`src/rtl/sevenseg_pkg.sv`:
```
// sevenseg_pkg: shared constants, scan state and display-word types for the seven-segment scanner
package sevenseg_pkg;

    localparam int NUM_DIGITS = 8;
    localparam int NIBBLE_W   = 4;
    localparam int IDX_W      = $clog2(NUM_DIGITS);

    localparam logic [NUM_DIGITS-1:0] ANODES_OFF = 8'hFF;

    typedef enum logic {
        BLANK = 1'b0,
        DRIVE = 1'b1
    } scan_state_e;

    typedef struct packed {
        logic [NUM_DIGITS*NIBBLE_W-1:0] word;
        logic [NUM_DIGITS-1:0]          en;
        logic [NUM_DIGITS-1:0]          dp;
    } disp_t;

    // Active-low one-cold anode pattern for a digit index
    function automatic logic [NUM_DIGITS-1:0] anode_sel(input logic [IDX_W-1:0] idx);
        return ~(NUM_DIGITS'(1) << idx);
    endfunction

endpackage

```
`src/rtl/sevenseg_slot_timer.sv`:
```
// sevenseg_slot_timer: slot counter, BLANK/DRIVE decode, digit index and frame_done pulse
// SEVENSEG_SCAN_DIM_EN adds a per-DRIVE-phase 4-bit PWM counter.
// The *_nxt_o outputs describe the cycle that follows the next edge, so the
// parent can register its outputs and keep them aligned with this timer.
module sevenseg_slot_timer
    import sevenseg_pkg::*;
#(
    parameter int DIGIT_CYCLES = 100000,
    parameter int BLANK_CYCLES = 1000
) (
    input  logic             clk,
    input  logic             rst,
    output logic [IDX_W-1:0] idx_nxt_o,
    output scan_state_e      state_nxt_o,
`ifdef SEVENSEG_SCAN_DIM_EN
    output logic [3:0]       pwm_nxt_o,
`endif
    output logic             frame_done_o
);

    localparam int CW = (DIGIT_CYCLES > 1) ? $clog2(DIGIT_CYCLES) : 1;

    logic [CW-1:0]    cnt_q, cnt_d;
    logic [IDX_W-1:0] idx_q, idx_d;
    logic             frame_done_q, frame_done_d;
    logic             wrap;

    // Next slot position, phase and end-of-frame decode
    always_comb begin
        wrap         = cnt_q == CW'(DIGIT_CYCLES - 1);
        cnt_d        = wrap ? '0 : cnt_q + 1'b1;
        idx_d        = wrap ? idx_q + 1'b1 : idx_q;
        frame_done_d = (cnt_d == CW'(DIGIT_CYCLES - 1)) && (idx_d == IDX_W'(NUM_DIGITS - 1));
        state_nxt_o  = (cnt_d < CW'(BLANK_CYCLES)) ? BLANK : DRIVE;
        idx_nxt_o    = idx_d;
    end

    // Slot counter, digit index and frame pulse registers
    always_ff @(posedge clk) begin
        if (rst) begin
            cnt_q        <= '0;
            idx_q        <= '0;
            frame_done_q <= 1'b0;
        end else begin
            cnt_q        <= cnt_d;
            idx_q        <= idx_d;
            frame_done_q <= frame_done_d;
        end
    end

    assign frame_done_o = frame_done_q;

`ifdef SEVENSEG_SCAN_DIM_EN
    logic [3:0] pwm_q, pwm_d;

    // PWM phase restarts on the first DRIVE cycle of every slot
    always_comb begin
        pwm_d     = (cnt_d == CW'(BLANK_CYCLES)) ? 4'd0 : pwm_q + 4'd1;
        pwm_nxt_o = pwm_d;
    end

    // PWM counter register
    always_ff @(posedge clk) begin
        if (rst) pwm_q <= 4'd0;
        else     pwm_q <= pwm_d;
    end
`endif

endmodule

```
`src/rtl/sevenseg_scan.sv`:
```
// sevenseg_scan: 8-digit time-multiplexed scan controller with frame-synchronous display update
// SEVENSEG_SCAN_DIM_EN adds the brightness input and PWM gating of anodes and dp.
// Loads go to a staging copy; the shadow copy that drives the display only
// changes on the frame_done cycle, so a frame never mixes old and new data.
module sevenseg_scan
    import sevenseg_pkg::*;
#(
    parameter int DIGIT_CYCLES = 100000,
    parameter int BLANK_CYCLES = 1000
) (
    input  logic        clk,
    input  logic        rst,
    input  logic [31:0] disp_word,
    input  logic [7:0]  digit_en,
    input  logic [7:0]  dp_in,
    input  logic        load,
`ifdef SEVENSEG_SCAN_DIM_EN
    input  logic [3:0]  brightness,
`endif
    output logic [3:0]  num,
    output logic [7:0]  an,
    output logic        dp_n,
    output logic        frame_done
);

    logic [IDX_W-1:0] idx_nxt;
    scan_state_e      state_nxt;
    logic             gate;

    disp_t            in_w, staging_q, staging_d, shadow_q, shadow_d;
    logic             pending_q, pending_d;
    logic [3:0]       num_q, num_d;
    logic [7:0]       an_q, an_d;
    logic             dp_n_q, dp_n_d;
    logic             lit;

    sevenseg_slot_timer #(
        .DIGIT_CYCLES(DIGIT_CYCLES),
        .BLANK_CYCLES(BLANK_CYCLES)
    ) u_timer (
        .clk         (clk),
        .rst         (rst),
        .idx_nxt_o   (idx_nxt),
        .state_nxt_o (state_nxt),
`ifdef SEVENSEG_SCAN_DIM_EN
        .pwm_nxt_o   (pwm_nxt),
`endif
        .frame_done_o(frame_done)
    );

`ifdef SEVENSEG_SCAN_DIM_EN
    logic [3:0] pwm_nxt;
    assign gate = pwm_nxt < brightness;
`else
    assign gate = 1'b1;
`endif

    // Staging/shadow hand-off and registered output decode for the next cycle
    always_comb begin
        in_w      = '{word: disp_word, en: digit_en, dp: dp_in};
        staging_d = load ? in_w : staging_q;
        shadow_d  = frame_done ? (load ? in_w : (pending_q ? staging_q : shadow_q)) : shadow_q;
        pending_d = frame_done ? 1'b0 : (pending_q | load);
        lit       = (state_nxt == DRIVE) && shadow_d.en[idx_nxt] && gate;
        num_d     = shadow_d.word[idx_nxt*NIBBLE_W +: NIBBLE_W];
        an_d      = lit ? anode_sel(idx_nxt) : ANODES_OFF;
        dp_n_d    = ~(lit & shadow_d.dp[idx_nxt]);
    end

    // Display data and output registers
    always_ff @(posedge clk) begin
        if (rst) begin
            staging_q <= '0;
            shadow_q  <= '0;
            pending_q <= 1'b0;
            num_q     <= 4'd0;
            an_q      <= ANODES_OFF;
            dp_n_q    <= 1'b1;
        end else begin
            staging_q <= staging_d;
            shadow_q  <= shadow_d;
            pending_q <= pending_d;
            num_q     <= num_d;
            an_q      <= an_d;
            dp_n_q    <= dp_n_d;
        end
    end

    assign num  = num_q;
    assign an   = an_q;
    assign dp_n = dp_n_q;

endmodule

```
`config.mk`:
```
export PLATFORM = sky130hd
export DESIGN_NAME = sevenseg_scan
export DESIGN_NICKNAME = d
export VERILOG_FILES = /design/src/rtl/sevenseg_pkg.sv /design/src/rtl/sevenseg_slot_timer.sv /design/src/rtl/sevenseg_scan.sv
export SDC_FILE = /design/constraint.sdc
export NUM_CORES = 1
export LEC_CHECK = 0
export ABC_AREA = 1
export CAP_MARGIN = 20
export CORE_UTILIZATION = 40
export DETAILED_ROUTE_END_ITERATION = 12
export GPL_ROUTABILITY_DRIVEN = 0
export GPL_TIMING_DRIVEN = 0
export SYNTH_ARGS = -nofsm -noshare
export SYNTH_HDL_FRONTEND = slang
export SYNTH_HIERARCHICAL = 1
export SYNTH_SLANG_ARGS = --single-unit
```
`constraint.sdc`:
```
create_clock -name clk -period 2.8 [get_ports clk]
set_input_delay 0.56 -clock clk [delete_from_list [all_inputs] [get_ports clk]]
set_output_delay 0.56 -clock clk [all_outputs]
set_load 0.02 [all_outputs]
```
After elaboration in Yosys (flattened, before gate mapping)
Cells that the tools add are included.
- flip-flop bits (word level): 131
- bits of input ports: 51
- output and inout bits: 14
- logic and storage cells: 41
- $add $sub $neg: 2
- $lt $le $gt $ge: 2
- eq/ne operators: 3
- shifts and indexed selects: 2
- mux-type cells: 10
- bitwise gates (word level): 5
- reduce and logical (&&, ||, !) cells: 4
- operators with widths (operator ; count):
    $mux W48 ; 3
    $eq A17 B17 Y1 const B ; 2
    $shiftx A32 B6 Y4 ; 1
    $add A17 B1 Y17 const B ; 1
    $lt A17 B10 Y1 const B ; 1
    $mux W17 ; 1
    $not A8 Y8 ; 1
    $shl A1 B3 Y8 const A ; 1
    $bmux W1 S3 ; 2
    $lt A3 B4 Y1 const B ; 1
    $reduce_or A2 Y1 ; 2
    $add A3 B1 Y3 const B ; 1
    $eq A3 B3 Y1 const B ; 1
    $mux W1 ; 3
    $mux W3 ; 1
    $logic_and A1 B1 Y1 ; 2
    $not A1 Y1 ; 2
    $and A1 B1 Y1 ; 1
    $or A1 B1 Y1 ; 1

Depth between registers and ports, before layout
- depth after elaboration: 8
- mapped depth: 20
- mapped depth without buffers: 19

Cells and area by module
Netlist, hierarchy kept.
- by module, submodules not included (module ; times used ; cells each ; area an instance (um^2) ; seq. area each (um^2)):
    sevenseg_scan ; 1 ; 697 ; 4707.0 ; 2202.1
    sevenseg_slot_timer ; 1 ; 198 ; 1288.7 ; 420.4

Least setup slack after synthesis
Ideal clock, no wire load.
- kind: reg2reg
- start point: register u_timer.cnt_q[0]
- end point: register num_q[2], in the netlist num[2]
- library setup time: 0.070 ns
- arrival time: 2.286 ns
- data required time: 2.730 ns
- slack: 0.444 ns
- cell stages (with the launch flop): 18
- path buffers: 1
- clock period less this slack: 2.356 ns
- path through: dfxtp_1 ha_1 nand2_2 clkinv_2 nand2_4 nor2_4 nand2_2 buf_6 inv_1 or2_2 nand2_1 inv_1 nor2_2 inv_1 nor2_1 a21boi_1 nor3_1 a21oi_1
- word-level cells in the longest chain between the ends: 3
- ends and longest elaborated chain (item ; line ; source):
    start, declared ; sevenseg_slot_timer.sv:23 ; logic [CW-1:0] cnt_q, cnt_d;
    start signal, assigned ; sevenseg_slot_timer.sv:45 ; cnt_q <= cnt_d;
    $eq A17 B17 Y1 ; sevenseg_slot_timer.sv:30 ; wrap = cnt_q == CW'(DIGIT_CYCLES - 1);
    $mux W3 ; sevenseg_slot_timer.sv:32 ; idx_d = wrap ? idx_q + 1'b1 : idx_q;
    named net idx_nxt[0] ; sevenseg_scan.sv:26 ; logic [IDX_W-1:0] idx_nxt;
    $shiftx A32 B6 Y4 ; sevenseg_scan.sv:65 ; num_d = shadow_d.word[idx_nxt*NIBBLE_W +: NIBBLE_W];
    end signal, assigned ; sevenseg_scan.sv:83 ; num_q <= num_d;
    end, declared ; sevenseg_scan.sv:32 ; logic [3:0] num_q, num_d;
The timed path passes the listed nets, and every way through them passes these cells.
A chain may end at the register's enable or synchronous reset.

Worst setup path in the final report
- start point: register u_timer.cnt_q[0]
- end point: register an_q[6], in the netlist an[6]
- word-level cells in the longest chain between the ends: 7
- elaborated cells on any way between the ends: 13
- classes of those cells: 1 x add/sub; 1 x order compare; 1 x eq/ne; 1 x shift; 5 x mux; 2 x bitwise; 2 x reduce/logical
- ends and longest elaborated chain (item ; line ; source):
    $eq A17 B17 Y1 * ; sevenseg_slot_timer.sv:30 ;
    $mux W3 * ; sevenseg_slot_timer.sv:32 ;
    named net idx_nxt[0] ; sevenseg_scan.sv:26 ;
    $bmux W1 S3 ; sevenseg_scan.sv:64 ; lit = (state_nxt == DRIVE) && shadow_d.en[idx_nxt] && gate;
    $mux W1 (not written as such) ; sevenseg_scan.sv:64 ;
    $logic_and A1 B1 Y1 ; sevenseg_scan.sv:64 ;
    $not A1 Y1 (no line) ; n/a ;
    $reduce_or A2 Y1 (no line) ; n/a ;
    end signal, assigned ; sevenseg_scan.sv:84 ; an_q <= an_d;
    end, declared ; sevenseg_scan.sv:33 ; logic [7:0] an_q, an_d;
The timed path passes the listed nets; every way through them passes the cells marked *. The select of a mux whose other input is x is not followed.

==> impl_metrics.ini <==
[logic_synthesis]
synth-simple-area-share = 0.394
post_synth_mux_area_share = 0
yosys-top-cells-area = dfxtp_1 (44%), nand2_1 (24%), a21oi_1 (8.3%)
synth_edf_count = 0
synth_top_area_cell = dfxtp_1
synth_cell_types = 35
post_synth_xor_area_fraction = 0.0129
synth-compound-area-share = 0.0937
synth_fa_ha_area_frac = 0.00417
netlist_top_cells_count = nand2_1 (385), dfxtp_1 (131), a21oi_1 (100)
synth_most_common_cell = nand2_1
syn_inst = 895
synth_top_family_by_area = simple AND/OR/NAND/NOR gates
synth_warnings = 6
synth_seq_cells = 131
post-synth-top-area-fraction = 0.437
synth_area_mm2 = 0.00600
synth_async_sr_flop_share = 0
syn_avg_cell_area_um2 = 6.70
ys.flop_type = dfxtp_1
synth_nets = 948
seq_area_frac_synth = 0.437

[flow_run]
drv_cap = 0

[drt]
wl_per_cell_um = 14.7
detail-route-antenna-nets = 0
drt_iter0_drc = 397
drc = 0
viasPerCell = 4.94
dr.pass1.iters = 7
routed_wl_um = 17400
vias = 5844

[floorplan]
rows = 44
dieHeight_um = 124
core_area_mm2 = 0.0146
die_x_um = 124
ios = 65
initial_core_util = 0.411
die_area_mm2 = 0.0155

[clock_tree]
cts_sinks = 131
cts_tree = yes
cts_buffers = 17
cts_max_path_buffers = 2
cts_root_buf = clkbuf_16
cts.reportedPaths.clkPinSlew_ns = 0.06
clkLatencyLatePin_ns = 0.42
htreeDepth = 4

[global_routing]
grt_pass1_wl_um = 28000
grt_max_degree = 17
grt_pass1_vias = 5341
globalRouteOverflowTotal = 0
antenna_found_initial = 0
track_usage = 0.232

[timing]
worst_clock_skew_ns = 0.00526
setup_ws_ns = 0.0699
setup_viol_count_final = 0
tightest_slew_ns = 0.784
relSlewSlack = 0.477
period_needed_ns = 2.73
finalSetupTns_ns = 0
finalHoldViolations = 0
drv_slew = 0
fmax_mhz = 366
rsz0062_at_grt = yes
timing.final.crit_share = 0.975

[setup_path]
timing.rr.end = an[6]
crit_type = reg2reg
end_kind = register
timing.rr.start = u_timer/cnt_q[0]
cp.arrival_ns = 3.08
crit_required_ns = 3.15
crit_fanout = 10
worstRegToRegCells = 16
reg2reg_slack_ns = 0.07
cp-start-kind = register

[cells_and_area]
fillers = 1488
antennaDiodeCount = 0
area_delta_synth_final_pct = 26.8
seq_area_mm2 = 0.00262
final_area_mm2 = 0.00760
fin_nets = 1038
stdcell_count = 1182
multiInputGateArea_mm2 = 0.00307
drive_gt1_frac = 0.0972

[pwr]
power_density_mw_per_mm2 = 604
p_leak_nw = 3.55
ir_drop_uv = 437

[placed_design]
dpl-instance-area_mm2 = 0.00687
place_ws_ns = -0.158
dpl.hpwl_um = 12200
dp_cells = 1143
port_buffers = 64

[worst_hold_path]
whs_path_depth = 2
min_path_type = reg2reg
holdPathEnd = staging_q[10]
holdCritStartpoint = staging_q[10]

[outcome]
run_status = completed
==> worst max-delay path, cell delays in order (launching register included) <==
cell and delay (ns):
dfxtp_2 0.35, ha_2 0.22, nand2_2 0.09, clkinv_2 0.06, nand2_4 0.09, nor2_4 0.04, nand2_2 0.07, buf_6 0.15
inv_1 0.07, or2_2 0.27, nand2_1 0.08, inv_1 0.11, nand2_2 0.13, clkinvlp_4 0.27, a21oi_2 0.27, nand4_4 0.19
nand3_1 0.19
==> stage by stage <==
step / hold WS (ns) / util / total power, mW
6_report: 0.468 / 0.521 / 4.59
5_1_grt: 0.485 / 0.521 / 4.74
4_1_cts: 0.470 / 0.516 / 4.62
3_5_place_dp: 0.461 / 0.471 / 2.26
3_3_place_gp: 0.456 / 0.471 / 2.26
2_1_floorplan: 0.446 / - / 2.12
==> worst max-delay path by stage <==
stage,depth (start not counted),startpoint,to,slack (ns)
floorplan,17,u_timer/cnt_q[0],num[2],0.44
global placement,17,u_timer/cnt_q[0],num[2],-0.17
detailed placement,20,u_timer/cnt_q[0],num[1],-0.16
CTS,18,u_timer/cnt_q[0],an[6],0.001
global route,18,u_timer/cnt_q[0],an[6],-0.06
finish,16,u_timer/cnt_q[0],an[6],0.07
==> kinds of logic after synthesis <==
logic type	count (synthesis)
AND/OR/NAND/NOR	565
flip-flops	131
AO/OA/AOI/OAI	109
buffers and inverters	80
XOR/XNOR	8
adder cells (fa/ha/maj)	2
==> power breakdown <==
part	switching [mW]	internal (mW)
Sequential	0.0151	1.91
Clock	0.835	1.54
Combinational	0.173	0.125
==> registers in the layout (all words and copies together) (netlist names) <==
name,count
pending_q,1
staging_q,48
u_timer/frame_done_o,1
u_timer/cnt_q,17
an,8
dp_n,1
shadow_q,48
u_timer/idx_q,3
num,4
==> layout make-up <==
cell class / count / share of cell area
buffer: 41 / 0.0265
inverter: 39 / 0.0207
multi-input combinational: 685 / 0.404
timing repair buffer: 70 / 0.0902
tap: 184 / 0.0303
sequential: 131 / 0.345
clock inverter: 8 / 0.0160
clock buffer: 24 / 0.0673
==> cells in the final DEF (no fill, tap or decap), types with 3 or more instances in the layout <==
cell	n
clkinv_2	4
xnor2_1	4
clkbuf_16	17
buf_2	14
inv_1	31
bufinv_16	3
xor2_1	3
nor2_2	5
nand4_1	6
clkinvlp_4	3
nor3_1	4
nor2_1	63
dfxtp_1	130
clkbuf_1	16
clkbuf_8	6
nand2_1	382
clkdlybuf4s50_1	64
nand3_1	83
buf_4	12
inv_2	4
buf_1	5
a21oi_1	100
nor2_4	6
nand2_2	7
==> per-layer routing <==
layer / vias to the layer above / global-route usage / part of all wire
met5: - / 0 / 0
met4: 0 / 0.0730 / 0.016
met3: 27 / 0.0528 / 0.053
met2: 143 / 0.382 / 0.47
met1: 2635 / 0.299 / 0.46
li1: 3039 / - / -
==> timing repair <==
action,CTS,global route
pin swaps,1,3
setup endpoints to repair,11,13
resized for setup,5,11
gates cloned,0,1
hold buffers,0,0
buffers inserted,1,5
hold endpoints to repair,0,0
Power figures use the tool's default switching activity.
